File: src/rtl/ofs_plat_local_mem_axi_wr_burst_splitter.sv
// Splits AFU write bursts into FIU bursts of at most FIU_MAX_BURST beats and squashes all but the final B.
// Define LM_AXI_B_RESP_MERGE_EN to fold squashed B responses into the response returned to the AFU.
module ofs_plat_local_mem_axi_wr_burst_splitter #(
    parameter int ADDR_WIDTH     = 32,
    parameter int DATA_WIDTH     = 512,
    parameter int ID_WIDTH       = 8,
    parameter int USER_WIDTH     = 4,
    parameter int AFU_LEN_WIDTH  = 8,
    parameter int FIU_MAX_BURST  = 16,
    parameter int LEN_FIFO_DEPTH = 4,
    localparam int DATA_BYTES    = DATA_WIDTH / 8,
    localparam int FIU_LEN_WIDTH = (FIU_MAX_BURST > 1) ? $clog2(FIU_MAX_BURST) : 1
) (
    input  logic                     clk,
    input  logic                     reset_n,

    input  logic                     afu_aw_valid,
    output logic                     afu_aw_ready,
    input  logic [ID_WIDTH-1:0]      afu_aw_id,
    input  logic [ADDR_WIDTH-1:0]    afu_aw_addr,
    input  logic [AFU_LEN_WIDTH-1:0] afu_aw_len,
    input  logic [USER_WIDTH-1:0]    afu_aw_user,

    output logic                     fiu_aw_valid,
    input  logic                     fiu_aw_ready,
    output logic [ID_WIDTH-1:0]      fiu_aw_id,
    output logic [ADDR_WIDTH-1:0]    fiu_aw_addr,
    output logic [FIU_LEN_WIDTH-1:0] fiu_aw_len,
    output logic [USER_WIDTH-1:0]    fiu_aw_user,

    input  logic                     afu_w_valid,
    output logic                     afu_w_ready,
    input  logic [DATA_WIDTH-1:0]    afu_w_data,
    input  logic [DATA_BYTES-1:0]    afu_w_strb,
    input  logic                     afu_w_last,

    output logic                     fiu_w_valid,
    input  logic                     fiu_w_ready,
    output logic [DATA_WIDTH-1:0]    fiu_w_data,
    output logic [DATA_BYTES-1:0]    fiu_w_strb,
    output logic                     fiu_w_last,

    input  logic                     fiu_b_valid,
    output logic                     fiu_b_ready,
    input  logic [ID_WIDTH-1:0]      fiu_b_id,
    input  logic [1:0]               fiu_b_resp,
    input  logic [USER_WIDTH-1:0]    fiu_b_user,

    output logic                     afu_b_valid,
    input  logic                     afu_b_ready,
    output logic [ID_WIDTH-1:0]      afu_b_id,
    output logic [1:0]               afu_b_resp,
    output logic [USER_WIDTH-1:0]    afu_b_user
);

    localparam int UFLAG_NO_REPLY = 0;
    localparam int REM_WIDTH      = AFU_LEN_WIDTH + 1;
    localparam int PTR_WIDTH      = (LEN_FIFO_DEPTH > 1) ? $clog2(LEN_FIFO_DEPTH) : 1;
    localparam int CNT_WIDTH      = $clog2(LEN_FIFO_DEPTH + 1);
    localparam logic [REM_WIDTH-1:0]  MAX_BURST_REM = REM_WIDTH'(FIU_MAX_BURST);
    localparam logic [ADDR_WIDTH-1:0] ADDR_STEP     = ADDR_WIDTH'(FIU_MAX_BURST * DATA_BYTES);

    typedef enum logic {ST_IDLE, ST_SPLIT} state_e;

    state_e                  state_q, state_d;
    logic [ID_WIDTH-1:0]     id_q, id_d;
    logic [ADDR_WIDTH-1:0]   addr_q, addr_d;
    logic [USER_WIDTH-1:0]   user_q, user_d;
    logic [REM_WIDTH-1:0]    rem_q, rem_d;
    logic [REM_WIDTH-1:0]    sub_beats;
    logic                    more_subs;
    logic                    push;

    logic [AFU_LEN_WIDTH-1:0] len_mem_q [LEN_FIFO_DEPTH];
    logic [PTR_WIDTH-1:0]     wr_ptr_q, rd_ptr_q;
    logic [CNT_WIDTH-1:0]     count_q;
    logic                     fifo_full, fifo_empty, pop;

    logic [AFU_LEN_WIDTH-1:0] beat_q;
    logic [FIU_LEN_WIDTH-1:0] sub_q;
    logic [AFU_LEN_WIDTH-1:0] head_len;
    logic                     w_fire, final_beat, sub_last;
    logic                     noreply;
    logic                     unused_ok;

    function automatic logic [PTR_WIDTH-1:0] ptr_inc(input logic [PTR_WIDTH-1:0] p);
        return (p == PTR_WIDTH'(LEN_FIFO_DEPTH - 1)) ? '0 : p + PTR_WIDTH'(1);
    endfunction

    assign fifo_full  = (count_q == CNT_WIDTH'(LEN_FIFO_DEPTH));
    assign fifo_empty = (count_q == '0);

    always_ff @(posedge clk or negedge reset_n) begin
        if (!reset_n) begin
            state_q <= ST_IDLE;
            id_q    <= '0;
            addr_q  <= '0;
            user_q  <= '0;
            rem_q   <= '0;
        end else begin
            state_q <= state_d;
            id_q    <= id_d;
            addr_q  <= addr_d;
            user_q  <= user_d;
            rem_q   <= rem_d;
        end
    end

    always_comb begin
        state_d      = state_q;
        id_d         = id_q;
        addr_d       = addr_q;
        user_d       = user_q;
        rem_d        = rem_q;
        afu_aw_ready = 1'b0;
        fiu_aw_valid = 1'b0;
        push         = 1'b0;
        case (state_q)
            ST_IDLE: begin
                afu_aw_ready = !fifo_full;
                if (afu_aw_valid && !fifo_full) begin
                    push    = 1'b1;
                    id_d    = afu_aw_id;
                    addr_d  = afu_aw_addr;
                    user_d  = afu_aw_user;
                    rem_d   = REM_WIDTH'(afu_aw_len) + REM_WIDTH'(1);
                    state_d = ST_SPLIT;
                end
            end
            ST_SPLIT: begin
                fiu_aw_valid = 1'b1;
                if (fiu_aw_ready) begin
                    if (rem_q <= MAX_BURST_REM) begin
                        state_d = ST_IDLE;
                    end else begin
                        rem_d  = rem_q - MAX_BURST_REM;
                        addr_d = addr_q + ADDR_STEP;
                    end
                end
            end
            default: state_d = ST_IDLE;
        endcase
    end

    // Every sub-burst except the last is tagged so its B response gets dropped.
    assign more_subs   = (rem_q > MAX_BURST_REM);
    assign sub_beats   = more_subs ? MAX_BURST_REM : rem_q;
    assign fiu_aw_len  = FIU_LEN_WIDTH'(sub_beats - REM_WIDTH'(1));
    assign fiu_aw_id   = id_q;
    assign fiu_aw_addr = addr_q;

    always_comb begin
        fiu_aw_user                 = user_q;
        fiu_aw_user[UFLAG_NO_REPLY] = more_subs;
    end

    assign w_fire     = fiu_w_valid && fiu_w_ready;
    assign head_len   = len_mem_q[rd_ptr_q];
    assign final_beat = (beat_q == head_len);
    assign sub_last   = (sub_q == FIU_LEN_WIDTH'(FIU_MAX_BURST - 1));
    assign pop        = w_fire && final_beat;

    always_ff @(posedge clk or negedge reset_n) begin
        if (!reset_n) begin
            for (int i = 0; i < LEN_FIFO_DEPTH; i++) begin
                len_mem_q[i] <= '0;
            end
            wr_ptr_q <= '0;
            rd_ptr_q <= '0;
            count_q  <= '0;
            beat_q   <= '0;
            sub_q    <= '0;
        end else begin
            if (push) begin
                len_mem_q[wr_ptr_q] <= afu_aw_len;
                wr_ptr_q            <= ptr_inc(wr_ptr_q);
            end
            if (pop) begin
                rd_ptr_q <= ptr_inc(rd_ptr_q);
            end
            case ({push, pop})
                2'b10:   count_q <= count_q + CNT_WIDTH'(1);
                2'b01:   count_q <= count_q - CNT_WIDTH'(1);
                default: count_q <= count_q;
            endcase
            if (w_fire) begin
                if (final_beat) begin
                    beat_q <= '0;
                    sub_q  <= '0;
                end else begin
                    beat_q <= beat_q + AFU_LEN_WIDTH'(1);
                    sub_q  <= sub_last ? '0 : sub_q + FIU_LEN_WIDTH'(1);
                end
            end
        end
    end

    // WLAST is regenerated from the recorded length; the AFU's own WLAST is not trusted.
    assign fiu_w_valid = !fifo_empty && afu_w_valid;
    assign afu_w_ready = !fifo_empty && fiu_w_ready;
    assign fiu_w_data  = afu_w_data;
    assign fiu_w_strb  = afu_w_strb;
    assign fiu_w_last  = sub_last || final_beat;
    assign unused_ok   = &{1'b0, afu_w_last};

    assign noreply     = fiu_b_user[UFLAG_NO_REPLY];
    assign afu_b_valid = fiu_b_valid && !noreply;
    assign fiu_b_ready = noreply || afu_b_ready;
    assign afu_b_id    = fiu_b_id;

    always_comb begin
        afu_b_user                 = fiu_b_user;
        afu_b_user[UFLAG_NO_REPLY] = 1'b0;
    end

`ifdef LM_AXI_B_RESP_MERGE_EN
    localparam int IDX_WIDTH = (ID_WIDTH < 4) ? ID_WIDTH : 4;

    logic [1:0]           resp_acc_q [2**IDX_WIDTH];
    logic [IDX_WIDTH-1:0] acc_idx;
    logic [1:0]           merged_resp;

    // Worst response seen so far per ID; relies on in-order same-ID responses.
    assign acc_idx     = fiu_b_id[IDX_WIDTH-1:0];
    assign merged_resp = (resp_acc_q[acc_idx] > fiu_b_resp) ? resp_acc_q[acc_idx] : fiu_b_resp;
    assign afu_b_resp  = merged_resp;

    always_ff @(posedge clk or negedge reset_n) begin
        if (!reset_n) begin
            for (int i = 0; i < 2**IDX_WIDTH; i++) begin
                resp_acc_q[i] <= '0;
            end
        end else if (fiu_b_valid && noreply) begin
            resp_acc_q[acc_idx] <= merged_resp;
        end else if (afu_b_valid && afu_b_ready) begin
            resp_acc_q[acc_idx] <= '0;
        end
    end
`else
    assign afu_b_resp = fiu_b_resp;
`endif

endmodule
File: config.mk
export PLATFORM = sky130hd
export DESIGN_NAME = ofs_plat_local_mem_axi_wr_burst_splitter
export DESIGN_NICKNAME = d
export VERILOG_FILES = /design/src/rtl/ofs_plat_local_mem_axi_wr_burst_splitter.sv
export SDC_FILE = /design/constraint.sdc
export NUM_CORES = 1
export LEC_CHECK = 0
export ABC_AREA = 0
export ABC_CLOCK_PERIOD_IN_PS = 3600
export CORE_AREA = 2 2 505 507
export DETAILED_ROUTE_END_ITERATION = 6
export DIE_AREA = 0 0 507 509
export GPL_TIMING_DRIVEN = 1
export PLACE_DENSITY = 0.3
export SLEW_MARGIN = 20
export SYNTH_ARGS = -nofsm -noshare
export SYNTH_HDL_FRONTEND = slang
export SYNTH_SLANG_ARGS = --single-unit
export TNS_END_PERCENT = 20
File: constraint.sdc
create_clock -name clk -period 3.6 [get_ports clk]
set_input_delay 0.72 -clock clk [delete_from_list [all_inputs] [get_ports clk]]
set_output_delay 0.72 -clock clk [all_outputs]
set_load 0.02 [all_outputs]
Word level (Yosys, flattened, before mapping). Cells that the tools add are included.

Flip-flop bits (word level): 105. Output and inout bits: 645.

Add/subtract/negate cells: 10. Bitwise logic cells: 3. Equality and inequality tests: 10. Reductions and logical operators: 16. Multiplexer cells: 28. Magnitude comparators: 5.

Operators with widths (count): 32-bit 2-to-1 mux (3); 32-bit one-hot mux with 2 select lines (1); 32-bit by 11-bit adder with 32-bit output, second input constant (1); 32-bit bitwise mux (1); 8-bit 2-to-1 mux (4); 9-bit 2-to-1 mux (3); 9-bit one-hot mux with 2 select lines (1); 8-bit binary-select mux with 2-bit select (1); 8-bit demux with 2-bit select (1); 4-bit 2-to-1 mux (3); 8-bit by 1-bit adder with 9-bit output, second input constant (1); 9-bit by 5-bit greater-than comparator with 1-bit output, second input constant (1); 9-bit by 5-bit less-or-equal comparator with 1-bit output, second input constant (1); 9-bit by 5-bit subtractor with 9-bit output, second input constant (1); 8-bit by 1-bit adder with 8-bit output, second input constant (1); 8-bit == test (1); 1-bit logical AND (7); 2-bit == test, second input constant (3); 3-bit greater-or-equal comparator, second input constant (2); 1-bit 2-to-1 mux (6); 2-bit inequality test, second input constant (3); 2-bit NOT with 3-bit output (2); 3-bit one-hot mux with 2 select lines (1); 2-bit by 1-bit adder with 2-bit output, second input constant (2); other kinds (17) (21).

Logic depth before layout (Yosys ltp). Gate-level depths: netlist (run 1).

Depth in word-level cells: 8. Depth in mapped cells: 11. Gate-level depth less buffers: 10.

Worst setup path after synthesis (run 1). No wires, ideal clock.

Kind: register to register. Start point: reg rd_ptr_q[0]. End point: reg count_q[2]. Clock period less this slack: 2.765 ns. Data required time: 3.521 ns. Setup slack: 0.835 ns. Path buffers: 1. Setup time: 0.079 ns. Arrival: 2.686 ns. Stages on the path, launching flop included: 12. Cells stage by stage: dfrtp_1 -> buf_6 -> mux4_1 -> xnor2_1 -> nand4_2 -> nor3_4 -> ha_1 -> inv_1 -> fa_1 -> xor2_1 -> nor2_1 -> xor2_1.

Longest elaborated chain between the ends: 8. Elaborated cells between the ends (all ways): 10. Those cells by class: eq/ne: 3; mux: 4; bitwise: 1; reduce/logical: 2.

RTL lines: from (decl) (line 75) `logic [PTR_WIDTH-1:0] wr_ptr_q, rd_ptr_q;`; from (signal assigned) (line 179) `rd_ptr_q <= ptr_inc(rd_ptr_q);`; 2-bit NOT with 3-bit output (implied by the code) (*) (line 158) `assign head_len = len_mem_q[rd_ptr_q];`; 8-bit binary-select mux with 2-bit select (*) (line 158); 8-bit 2-to-1 mux (implied by the code) (*) (2 in series) (line 158); 8-bit == test (*) (line 159) `assign final_beat = (beat_q == head_len);`; 1-bit logical AND (*) (line 161) `assign pop = w_fire && final_beat;`; named net pop (line 77) `logic fifo_full, fifo_empty, pop;`; 2-bit by 1-bit == test with 1-bit output or 2-bit == test (tied branches) (line 181) `case ({push, pop})`; 3-bit one-hot mux with 2 select lines or 2-bit nonzero test (tied branches); to (signal assigned) (line 182) `2'b10: count_q <= count_q + CNT_WIDTH'(1);`; to (signal assigned) (line 183) `2'b01: count_q <= count_q - CNT_WIDTH'(1);`; to (signal assigned) (line 184) `default: count_q <= count_q;`; to (decl) (line 76) `logic [CNT_WIDTH-1:0] count_q;`.

The timed path passes the listed nets; every way through them passes the cells marked *. The select of a mux whose other input is x is not followed. A chain may end at the register's enable or synchronous reset.

Final worst setup path (run 1).
Start point: reg rd_ptr_q[0]. End point: out fiu_w_last.

Longest elaborated chain between the ends: 6.

RTL lines: 2-bit NOT with 3-bit output (implied by the code) (line 158); 8-bit binary-select mux with 2-bit select (line 158); 8-bit 2-to-1 mux (implied by the code) (2 in series) (line 158); 8-bit == test (line 159); 1-bit logical OR (line 203) `assign fiu_w_last = sub_last || final_beat;`; to (decl) (line 41) `output logic fiu_w_last,`.

No other way between the ends. The select of a mux whose other input is x is not followed.

==> flow_summary.ini, run 1 <==
[synth]
ys.flop_type = dfrtp_1
yosysTopAreaCellShare_pct = 45.0
syn_area_sq_um = 9850
synth_compound_area_share_pct = 6.42
syn_nets = 1799
synthSimpleGateAreaFrac_pct = 10.0
synth_warnings = 0
ys_seq_area_share_pct = 26.4
synth_top_family_by_area = buffers and inverters
avgSynthCellArea_sq_um = 8.69
syn_inst = 1134
yosys.area_share.adder_pct = 1.85
ys_async_sr_fraction_pct = 100
synth_xor_xnor_area_share_pct = 1.69
yosys-top-cells-area = buf_4, dfrtp_1, nand2_1
synth_top_cell_by_area = buf_4
synth-edff-count = 0
ys_ff_latch = 104
synth_cell_types = 52
synthMuxAreaShare_pct = 6.74

[die]
die_area_sq_um = 258000
die_x_um = 507
io_pins = 1296
core_area_sq_um = 253000
die_y_um = 509
initial_utilization_pct = 3.90
rows = 185

[placement]
io_buffers = 114
gp_congestion = 0.773
hpwl_um = 144000
place_ws_ns = 0.334

[cts]
numCtsBuffers = 9
postCtsSetupRepairBufs = 0
cts_resized = 2
cts-root-buf = clkbuf_16
path_clk_slew_ns = 0.10
hold_buffers = 0
cts_tree = done
cts.sinks = 104
clkLatencyLatePin_ns = 0.41
clock_path_buffers = 2
htree_levels = 3

[final_layout]
final_common_cell = nand2_1
fillers = 29941
nNetsFinal = 1324
area_growth_pct = 13.4
layout_common_cells = nand2_1, clkdlybuf4s50_1, dfrtp_1
multi_input_area_sq_um = 2670
final_layout_size_suffix_gt1_share_pct = 12.8
seqCellArea_sq_um = 2610

[route]
drt_pre_antenna_iters = 5
antenna_left = 0
drt-initial-drc-count = 421
drc = 0
wl_per_cell_um = 38.2
viasPerCell = 1.48
routed_wl_um = 154000
vias = 5978

[sta]
slew_headroom_pct = 55.8
setup_viol = 0
finalMaxSlewViolations = 0
period_share_pct = 94.1
period_minus_slack_ns = 3.39
rsz0062_at_grt = false
fmax_mhz = 295
worst-slew-pin-transition_ns = 0.663
finClkSkew_ns = 0.0190
finalSetupTns_ns = 0
whs_ns = 0.329
fin_ws_ns = 0.211
finalHoldViolCount = 0

[power]
p_int_w = 0.00361
p_comb_share_pct = 46.8
leakagePower_nw = 3.13
p_sw_share_pct = 43.4
seq_power_share_pct = 35.3
cellPowerDensity_nw_per_um2 = 570
power_w = 0.00637
p_sw_w = 0.00276
ir_drop_mv = 0.343
power_frac_clock_pct = 17.8

[global_route]
overflow = 0
track_usage_pct = 11.4
grt_pass1_wl_um = 167000
grt_max_degree = 61
grt_pass1_vias = 5891
antenna_found_initial = 7

[flow_run]
maxCapViolCount = 0

[setup_path]
worstSetupStartpointType = flip-flop
rrSetupSlack_ns = 0.54
path_class = reg -> out
crit_path_end_kind = primary output
cp_max_fo = 11
cp_data_required_time_ns = 2.88
worst-endpoint-arrival_ns = 2.67

[outcome]
status = finished, final reports clean

[min_path]
hold_class = in -> async
metal layers:
metal | GRT usage [%] | share of wire (%) | vias to the layer above
met5 | 2.59 | 0.60 | -
met4 | 4.45 | 4.1 | 16
met3 | 20.8 | 39 | 210
met2 | 17.2 | 43 | 1096
met1 | 4.28 | 13 | 2505
li1 | - | - | 2151
power by group through the flow:
stage                     clock network, W  logic [W]  registers (W)
final                              0.00114    0.00298        0.00225
after floorplan                          0    0.00252        0.00233
after global routing               0.00126    0.00330        0.00234
after detailed placement                 0    0.00305        0.00227
after global placement                   0    0.00307        0.00226
after CTS                          0.00121    0.00307        0.00226
cell type report:
class	instances	area share, %
Sequential cell	104	23.3
Clock inverter	7	0.840
Multi-Input combinational cell	395	23.9
Clock buffer	9	2.02
Antenna cell	1	0.0224
Timing Repair Buffer	133	11.7
Inverter	16	0.538
Tap cell	3366	37.7
synthesized netlist by cell type, types with 9 or more instances:
| library cell | n |
|---|---|
| dfrtp_1 | 104 |
| clkbuf_1 | 21 |
| ha_1 | 13 |
| a21oi_1 | 24 |
| xnor2_1 | 15 |
| nand3_1 | 24 |
| mux2_2 | 33 |
| o22ai_1 | 9 |
| o21ai_0 | 33 |
| inv_1 | 15 |
| nor3_1 | 9 |
| nor2_1 | 21 |
| nand2_1 | 115 |
| buf_4 | 591 |
| a2bb2oi_1 | 15 |
state kept, by name, indices dropped and copies added, names as in the netlist:
signal,cells
fiu_aw_addr,32
state_q,1
rd_ptr_q,2
wr_ptr_q,2
beat_q,8
count_q,3
len_mem_q,32
user_q,3
fiu_aw_id,8
sub_q,4
rem_q,9
final timing paths:
path | depth (start not counted) | from | endpoint
min reg2reg | 2 | fiu_aw_addr[8]$_DFFE_PN0P_ | fiu_aw_addr[8]$_DFFE_PN0P_
min | 1 | reset_n | fiu_aw_id[7]$_DFFE_PN0P_
max in group asynchronous | 2 | reset_n | fiu_aw_addr[24]$_DFFE_PN0P_
max reg2reg | 10 | rd_ptr_q[0]$_DFFE_PN0P_ | count_q[2]$_DFFE_PN0P_
max | 7 | rd_ptr_q[0]$_DFFE_PN0P_ | fiu_w_last
min in group clk | 2 | fiu_aw_addr[8]$_DFFE_PN0P_ | fiu_aw_addr[8]$_DFFE_PN0P_
per-stage QoR:
step	cells	util (%)	instance area, sq um
after detailed placement	4014	4.29	10800
final	4031	4.42	11200
after CTS	4030	4.42	11200
after global placement	4014	4.29	10800
after floorplan	1134	-	9850
after global routing	4031	4.42	11200
worst max-delay path, stage by stage, from the launching register on:
cell,delay (ns)
dfrtp_2,0.56
mux4_1,0.65
xnor2_1,0.17
nand4_2,0.15
buf_4,0.18
nor2_1,0.06
or2_2,0.32
buf_4,0.17
cell families (layout without fill, tap and decap cells):
kind of cell	after synthesis	after routing
AOI/OAI and AO/OA	101	101
xor gates and xnor gates	19	19
adders and majority gates	14	14
buffers and inverters	635	165
DFF	104	104
muxes	49	49
other	1	2
and+or+nand+nor	211	211
Power figures use the tool's default switching activity.
==> inputs of run 2 (changes only) <==
CORE_AREA = 10 10 498 500   (was 2 2 505 507)
DIE_AREA = 0 0 508 510   (was 0 0 507 509)
==> flow_summary.ini, run 2 (synthesis gave the netlist of run 1 again) <==
[sta]
period_minus_slack_ns = 3.41
finalMaxSlewViolations = 0
worst-slew-pin-transition_ns = 0.687
rsz0062_at_grt = false
period_share_pct = 94.7
finClkSkew_ns = 0.0191
setup_viol = 0
fmax_mhz = 293
whs_ns = 0.360
finalHoldViolCount = 0
finalSetupTns_ns = 0
slew_headroom_pct = 54.2

[setup_path]
crit_path_end_kind = primary output
rrSetupSlack_ns = 0.59
crit_start = rd_ptr_q[0]$_DFFE_PN0P_
worst-endpoint-arrival_ns = 2.69
worstSetupStartpointType = flip-flop
path_class = reg -> out
r2r-start = rd_ptr_q[0]$_DFFE_PN0P_
cp_data_required_time_ns = 2.88
cp_max_fo = 11

[die]
die_y_um = 510
rows = 179
core_area_sq_um = 237000
initial_utilization_pct = 4.15
io_pins = 1296
die_x_um = 508
die_area_sq_um = 259000

[placement]
dp_cells = 3818
io_buffers = 114
gp_congestion = 0.715
hpwl_um = 159000

[cts]
clock_path_buffers = 2
clkLatencyLatePin_ns = 0.41
cts-root-buf = clkbuf_16
cts_tree = done
hold_buffers = 0
htree_levels = 3
cts.sinks = 104
numCtsBuffers = 9
path_clk_slew_ns = 0.10
postCtsSetupRepairBufs = 0

[global_route]
grt_pass1_vias = 5852
overflow = 0
grt_max_degree = 55
grt_pass1_wl_um = 182000
track_usage_pct = 12.3
antenna_found_initial = 8

[route]
drt-initial-drc-count = 343
drc = 0
antenna_left = 0
viasPerCell = 1.55
vias = 5960
routed_wl_um = 169000
wl_per_cell_um = 44.1
drt_pre_antenna_iters = 4

[final_layout]
final_layout_size_suffix_gt1_share_pct = 13.6
layout_common_cells = nand2_1, clkdlybuf4s50_1, dfrtp_1
nNetsFinal = 1327
fillers = 28185
area_growth_pct = 11.1
post-route-util_pct = 4.61
final_common_cell = nand2_1
fin_cells = 3835

[power]
cellPowerDensity_nw_per_um2 = 584
ir_drop_mv = 0.288
leakagePower_nw = 3.14
power_w = 0.00640

[flow_run]
maxCapViolCount = 0

[outcome]
status = finished, final reports clean

[min_path]
hold_class = in -> async
[run 2: through the flow]
step	setup WS, ns	instance area [sq um]
after detailed placement	0.390	10600
after global placement	0.313	10600
final	0.192	11000
after CTS	0.0166	10900
after global routing	0.00750	11000
after floorplan	0.835	9850
[run 2: area by class of cell]
cell class	instances	area, sq um	share of cell area, %
Inverter	16	60.1	0.548
Antenna cell	1	2.50	0.0229
Tap cell	3167	3960	36.2
Clock buffer	9	225	2.06
Clock inverter	7	86.3	0.788
Multi-Input combinational cell	395	2670	24.4
Sequential cell	104	2610	23.8
Timing Repair Buffer	136	1340	12.2
[run 2: routing by layer]
metal | track usage [%] | vias to the layer above | part of all wire [%]
li1 | - | 2161 | -
met1 | 4.78 | 2494 | 14
met2 | 18.5 | 1093 | 43
met3 | 23.5 | 188 | 40
met4 | 3.07 | 24 | 2.6
met5 | 3.82 | - | 0.83
[run 2: repair_timing]
action,CTS,global route
setup endpoints to repair,2,1
gates resized for setup,2,2
cloned,0,0
[run 2: worst max-delay path, cell delays in order (launching register included)]
cell and delay [ns]:
dfrtp_2 0.57, mux4_1 0.64, xnor2_1 0.31, nand4_4 0.16, buf_4 0.19, nor2_1 0.11
or2_2 0.17, buf_12 0.11
[run 2: path summary, 6_finish.rpt]
path	endpoint	cells after the start
max in group asynchronous	count_q[0]$_DFFE_PN0P_	2
min	rem_q[4]$_DFFE_PN0P_	1
min reg2reg	fiu_aw_addr[1]$_DFFE_PN0P_	2
max reg2reg	count_q[2]$_DFFE_PN0P_	10
min in group clk	fiu_aw_addr[1]$_DFFE_PN0P_	2
max	fiu_w_last	7
[run 2: report_power, final]
part | switching (W) | total, W | internal, W
combinational | 0.00161 | 0.00302 | 0.00141
sequential | 0.000547 | 0.00225 | 0.00171
clock | 0.000631 | 0.00113 | 0.000501
